`config.mk`:
```
export PLATFORM = sky130hd
export DESIGN_NAME = vga_timing_gen_flat
export DESIGN_NICKNAME = d
export VERILOG_FILES = /design/src/rtl/vga_timing_if.sv /design/src/rtl/vga_timing_gen.sv /design/src/flat_wrapper.sv
export SDC_FILE = /design/constraint.sdc
export NUM_CORES = 1
export LEC_CHECK = 0
export CORE_AREA = 2 2 55 57
export DETAILED_ROUTE_END_ITERATION = 16
export DIE_AREA = 0 0 57 59
export GPL_TIMING_DRIVEN = 0
export PLACE_DENSITY = 0.8
export SLEW_MARGIN = 10
export SYNTH_ARGS = -nofsm -noshare
export SYNTH_HDL_FRONTEND = slang
export SYNTH_SLANG_ARGS = --single-unit
```
`constraint.sdc`:
```
create_clock -name clk -period 5.6 [get_ports clk]
set_input_delay 1.12 -clock clk [delete_from_list [all_inputs] [get_ports clk]]
set_output_delay 1.12 -clock clk [all_outputs]
set_load 0.05 [all_outputs]
```
`src/rtl/vga_timing_if.sv`:
```
// Raster timing bundle between the timing generator (master) and the pixel/colour path (slave).
// The pixel-rate enable flows into the generator; positions, syncs and strobes flow out.
interface vga_timing_if;
   logic        pix_en;
   logic [10:0] h_cnt;
   logic [10:0] v_cnt;
   logic        hsync;
   logic        vsync;
   logic        active;
   logic        line_end;
   logic        frame_start;

   modport master (
      input  pix_en,
      output h_cnt, v_cnt, hsync, vsync, active, line_end, frame_start
   );

   modport slave (
      output pix_en,
      input  h_cnt, v_cnt, hsync, vsync, active, line_end, frame_start
   );
endinterface

```
`src/rtl/vga_timing_gen.sv`:
```
// VGA raster timing generator: h/v position counters with registered sync, active and strobes.
// Decodes are taken from the next-state counts so they line up with the counts shown each cycle.
module vga_timing_gen #(
   parameter int H_ACTIVE = 640,
   parameter int H_FP     = 16,
   parameter int H_SYNC   = 96,
   parameter int H_BP     = 48,
   parameter int V_ACTIVE = 480,
   parameter int V_FP     = 10,
   parameter int V_SYNC   = 2,
   parameter int V_BP     = 33,
   parameter bit SYNC_POL = 1'b0
) (
   input  logic         clk,
   input  logic         rst_n,
   vga_timing_if.master vga
);

   localparam int H_TOTAL = H_ACTIVE + H_FP + H_SYNC + H_BP;
   localparam int V_TOTAL = V_ACTIVE + V_FP + V_SYNC + V_BP;

   generate
      if (H_TOTAL > 2048 || V_TOTAL > 2048 ||
          H_ACTIVE < 1 || H_FP < 1 || H_SYNC < 1 || H_BP < 1 ||
          V_ACTIVE < 1 || V_FP < 1 || V_SYNC < 1 || V_BP < 1) begin : g_bad_params
         $error("vga_timing_gen: totals must be <= 2048 and every timing parameter >= 1");
      end
   endgenerate

   localparam logic [10:0] H_LAST   = 11'(H_TOTAL - 1);
   localparam logic [10:0] V_LAST   = 11'(V_TOTAL - 1);
   localparam logic [10:0] H_VIS    = 11'(H_ACTIVE);
   localparam logic [10:0] V_VIS    = 11'(V_ACTIVE);
   localparam logic [10:0] HS_FIRST = 11'(H_ACTIVE + H_FP);
   localparam logic [10:0] HS_LAST  = 11'(H_ACTIVE + H_FP + H_SYNC - 1);
   localparam logic [10:0] VS_FIRST = 11'(V_ACTIVE + V_FP);
   localparam logic [10:0] VS_LAST  = 11'(V_ACTIVE + V_FP + V_SYNC - 1);

   logic [10:0] h_reg, h_next;
   logic [10:0] v_reg, v_next;
   logic        hsync_reg, hsync_next;
   logic        vsync_reg, vsync_next;
   logic        active_reg, active_next;
   logic        line_end_reg, line_end_next;
   logic        frame_start_reg, frame_start_next;
   logic        h_wrap;

   always_comb begin
      h_wrap = vga.pix_en && (h_reg == H_LAST);
      h_next = h_reg;
      v_next = v_reg;
      if (vga.pix_en) begin
         h_next = h_wrap ? 11'd0 : h_reg + 11'd1;
      end
      // Vertical advances in the same clk as the horizontal wrap, so (0,0) follows (H_LAST,V_LAST) directly.
      if (h_wrap) begin
         v_next = (v_reg == V_LAST) ? 11'd0 : v_reg + 11'd1;
      end

      hsync_next       = ((h_next >= HS_FIRST) && (h_next <= HS_LAST)) ? SYNC_POL : ~SYNC_POL;
      vsync_next       = ((v_next >= VS_FIRST) && (v_next <= VS_LAST)) ? SYNC_POL : ~SYNC_POL;
      active_next      = (h_next < H_VIS) && (v_next < V_VIS);
      line_end_next    = h_wrap;
      frame_start_next = h_wrap && (v_reg == V_LAST);
   end

   // Reset values equal the decode of (0,0) with both strobes idle.
   always_ff @(posedge clk or negedge rst_n) begin
      if (!rst_n) begin
         h_reg           <= 11'd0;
         v_reg           <= 11'd0;
         hsync_reg       <= ~SYNC_POL;
         vsync_reg       <= ~SYNC_POL;
         active_reg      <= 1'b1;
         line_end_reg    <= 1'b0;
         frame_start_reg <= 1'b0;
      end else begin
         h_reg           <= h_next;
         v_reg           <= v_next;
         hsync_reg       <= hsync_next;
         vsync_reg       <= vsync_next;
         active_reg      <= active_next;
         line_end_reg    <= line_end_next;
         frame_start_reg <= frame_start_next;
      end
   end

   assign vga.h_cnt       = h_reg;
   assign vga.v_cnt       = v_reg;
   assign vga.hsync       = hsync_reg;
   assign vga.vsync       = vsync_reg;
   assign vga.active      = active_reg;
   assign vga.line_end    = line_end_reg;
   assign vga.frame_start = frame_start_reg;

endmodule

```
`src/flat_wrapper.sv`:
```
// flat-port wrapper written by rule: the top's interface ports become plain ports
module vga_timing_gen_flat 
#(
   parameter int H_ACTIVE = 640,
   parameter int H_FP     = 16,
   parameter int H_SYNC   = 96,
   parameter int H_BP     = 48,
   parameter int V_ACTIVE = 480,
   parameter int V_FP     = 10,
   parameter int V_SYNC   = 2,
   parameter int V_BP     = 33,
   parameter bit SYNC_POL = 1'b0
)
  (clk, rst_n, vga_pix_en, vga_h_cnt, vga_v_cnt, vga_hsync, vga_vsync, vga_active, vga_line_end, vga_frame_start);
  vga_timing_if vga_i ();
  input  logic clk;
  input  logic rst_n;
  input wire logic [$bits(vga_i.pix_en)-1:0] vga_pix_en;
  output wire logic [$bits(vga_i.h_cnt)-1:0] vga_h_cnt;
  output wire logic [$bits(vga_i.v_cnt)-1:0] vga_v_cnt;
  output wire logic [$bits(vga_i.hsync)-1:0] vga_hsync;
  output wire logic [$bits(vga_i.vsync)-1:0] vga_vsync;
  output wire logic [$bits(vga_i.active)-1:0] vga_active;
  output wire logic [$bits(vga_i.line_end)-1:0] vga_line_end;
  output wire logic [$bits(vga_i.frame_start)-1:0] vga_frame_start;
  assign vga_i.pix_en = vga_pix_en;
  assign vga_h_cnt = vga_i.h_cnt;
  assign vga_v_cnt = vga_i.v_cnt;
  assign vga_hsync = vga_i.hsync;
  assign vga_vsync = vga_i.vsync;
  assign vga_active = vga_i.active;
  assign vga_line_end = vga_i.line_end;
  assign vga_frame_start = vga_i.frame_start;
  vga_timing_gen #(.H_ACTIVE(H_ACTIVE), .H_FP(H_FP), .H_SYNC(H_SYNC), .H_BP(H_BP), .V_ACTIVE(V_ACTIVE), .V_FP(V_FP), .V_SYNC(V_SYNC), .V_BP(V_BP), .SYNC_POL(SYNC_POL)) u_core (.clk(clk), .rst_n(rst_n), .vga(vga_i));
endmodule
```
==> results by group <==
Timing
  – Worst-margin pin slew: 0.585 ns
  – Final Critical Period: 2.83 ns
  – Fmax: 0.354 GHz
  – Fin Hold WS: 0.556 ns
  – Fin crit share: 50.5%
  – Final Max Tran Viols: 0
  – Final TNS setup: 0 ns
  – Final Hold Vio Count: 0
  – Setup Viol. Count Final: 0
  – Slew headroom: 61.0%
  – Clock skew: 0.0122 ns
  – RSZ-0062 raised after global routing: false

Hold path
  – Worst hold-check path type: flop to flop

Floorplan
  – Chip Height: 59 um
  – Num rows: 19
  – Ports: 30
  – Initial Util: 52.1%
  – Die area: 0.00336 sq mm
  – Die Span X: 57 um
  – Core ar.: 0.00271 sq mm

Clocking
  – CTS H-tree lvls: 1
  – Clk slew on worst S/H paths: 0.16 ns
  – Longest Clk Path Bufs: 2
  – Later-pin clock latency in the skew report: 0.33 ns
  – Resized cells post-CTS: 0
  – Clock Sinks: 27
  – CTS Buf Count: 3
  – Post-CTS Setup Inserts: 0
  – Root Buffer: clkbuf_4
  – TritonCTS clock tree: done
  – Hold-fix buffers at CTS: 0

Logic synthesis
  – Yosys cell types: 44
  – Seq/Total Area, Yosys: 48.1%
  – Register bit count reported by yosys: 27
  – Syn Nets: 148
  – Top post-synthesis cells by area: dfrtp_1, xnor2_1, dfstp_2, nand3_1, o21ai_0
  – Yosys warning count: 0
  – Syn_area_per_cell: 9.95 sq um
  – Yosys top cell area share: 42.5%
  – Synthesized area: 0.00141 sq mm
  – Post-synthesis cell count: 142
  – Synth area leader: dfrtp_1

Worst setup path
  – Slowest cell on crit path: clkdlybuf4s50_1
  – CP required: 4.48 ns
  – Arr. time, crit path: 1.71 ns
  – Slowest stage delay, CP: 0.86 ns
  – Reg-to-reg slack, setup: 3.19 ns
  – Top fanout value on the critical path: 9
  – CP Capture Type: output port
  – WS Path Type: flop to output port
  – Startpoint Class: flop
  – Critical-path cell list: clkdlybuf4s50_1
  – Top delay family on crit path: buffers and inverters
  – Buf+Inv Stages, Crit Path: 1

GRT
  – Vias in the first global route: 1155
  – Initial antenna violation count: 0
  – All-Layer GR Usage: 19.9%
  – Largest net degree at the start of global routing: 28
  – First-pass GRT wire length: 5230 um
  – Gr ovfl total: 0

Final layout
  – Layout cell share with drive strength beyond 1: 9.77%
  – Diodes inserted: 0
  – Layout Nets: 181
  – Fillcell total: 224
  – Area growth, synth to finish: 24.4%

Detailed routing
  – DR vias/cell: 5.87
  – Drc violations: 0
  – Routed WL per cell: 15.0 um
  – Total wire length: 3080 um
  – Iteration-0 DRC Markers: 49
  – First-pass DRT Iterations: 4
  – Routed vias: 1204
  – Number of nets still failing antenna checks after routing: 0

Run status
  – Status: completed

Power and ir drop
  – Pwr per Cell Area: 268 mW/mm^2
  – Lkg Pwr: 0.737 nW
  – Max VDD drop: 0.301 mV

Placed design
  – HPWL Detailed: 2160 um
  – Routability congestion estimate: 0.911
  – Port Buffers: 28

Run
  – Max_cap viols: 0
## cells by family (layout without fill, tap and decap cells)
| group | after synthesis | count (layout) | synth area share, % |
|---|---|---|---|
| AND/OR/NAND/NOR | 62 | 62 | 25.1 |
| XOR/XNOR | 15 | 15 | 9.30 |
| buffers and inverters | 11 | 43 | 3.37 |
| flip-flops | 27 | 27 | 48.1 |
| adder cells (fa/ha/maj) | 3 | 3 | 2.66 |
| multiplexers | 1 | 1 | 0.709 |
| AO/OA/AOI/OAI | 23 | 23 | 10.8 |
## per-layer routing
layer	GRT usage, %	up-vias	share of wire (%)
met1	28.9	579	47
met2	30.5	44	47
met3	2.18	11	4.1
met5	0	-	0
li1	-	570	-
met4	8.64	0	2.5
## final timing paths
kind,start,endpoint,depth (start not counted)
hold reg to reg,u_core.vga.h_cnt[10]$_DFF_PN0_,u_core.vga.h_cnt[10]$_DFF_PN0_,1
setup reg to reg,u_core.vga.h_cnt[0]$_DFF_PN0_,u_core.vga.hsync$_DFF_PN1_,9
hold / removal,u_core.vga.h_cnt[10]$_DFF_PN0_,u_core.vga.h_cnt[10]$_DFF_PN0_,1
max in group asynchronous,rst_n,u_core.vga.v_cnt[10]$_DFF_PN0_,1
setup / recovery,u_core.vga.v_cnt[2]$_DFF_PN0_,vga_v_cnt[2],1
min in group asynchronous,rst_n,u_core.vga.h_cnt[1]$_DFF_PN0_,1
## placed cells by master (no fill, tap or decap), drive strengths merged, types with 2 or more instances in the layout
| cell type | n |
|---|---|
| nor2b | 2 |
| o31ai | 3 |
| nor2 | 10 |
| nand2 | 13 |
| or4 | 2 |
| and3 | 2 |
| xor2 | 5 |
| inv | 5 |
| dfrtp | 24 |
| ha | 3 |
| a211oi | 2 |
| a31o | 2 |
| clkbuf | 6 |
| clkdlybuf4s50 | 27 |
| o21ai | 9 |
| nand4 | 5 |
| dfstp | 3 |
| xnor2 | 10 |
| nand3 | 12 |
| buf | 4 |
| or2 | 2 |
| nand2b | 2 |
| nand4b | 2 |
| nor3 | 2 |
| a21oi | 2 |
## Yosys cell counts (all sizes together)
library cell	n
or3b	1
nand3	12
nor4b	1
nand2	13
o31ai	3
or2	2
o21ai	9
o311a	1
o311ai	1
and4	1
nand4b	2
nor3b	1
a31o	2
mux2i	1
nor2	10
a21oi	2
dfstp	3
and4bb	1
nor3	2
nor2b	2
o211a	1
and3	2
nand4bb	1
nor4	1
or3	1
buf	3
xor2	5
xnor2	10
a21boi	1
a31oi	1
nand4	5
a211oi	2
dfrtp	24
clkbuf	3
or4	2
inv	5
nand2b	2
ha	3
## through the flow
stage               cell area, sq um  utilization [%]  worst slack, ns  cells  total power, W
floorplan                       1410                -             2.72    142        0.000335
global placement                1730             63.9             2.62    201        0.000383
detailed placement              1730             63.9             2.59    201        0.000387
CTS                             1760             65.0             2.77    205        0.000475
global route                    1760             64.8             2.72    205        0.000492
finish                          1760             64.8             2.77    205        0.000471
## power breakdown
group          switching, W  leakage, nW  internal, W
Combinational     0.0000958        0.377    0.0000495
Clock             0.0000603       0.0139    0.0000273
Sequential        0.0000257        0.346     0.000213
Total              0.000182        0.737     0.000289
## layout make-up
cell class,count,area [sq um],area share (%)
Multi-Input combinational cell,104,686,39.0
Sequential cell,27,679,38.7
Timing Repair Buffer,28,275,15.7
Tap cell,31,38.8,2.21
Buffer,6,28.8,1.64
Clock buffer,3,22.5,1.28
Inverter,5,18.8,1.07
Clock inverter,1,7.51,0.427
Power figures use the tool's default switching activity.
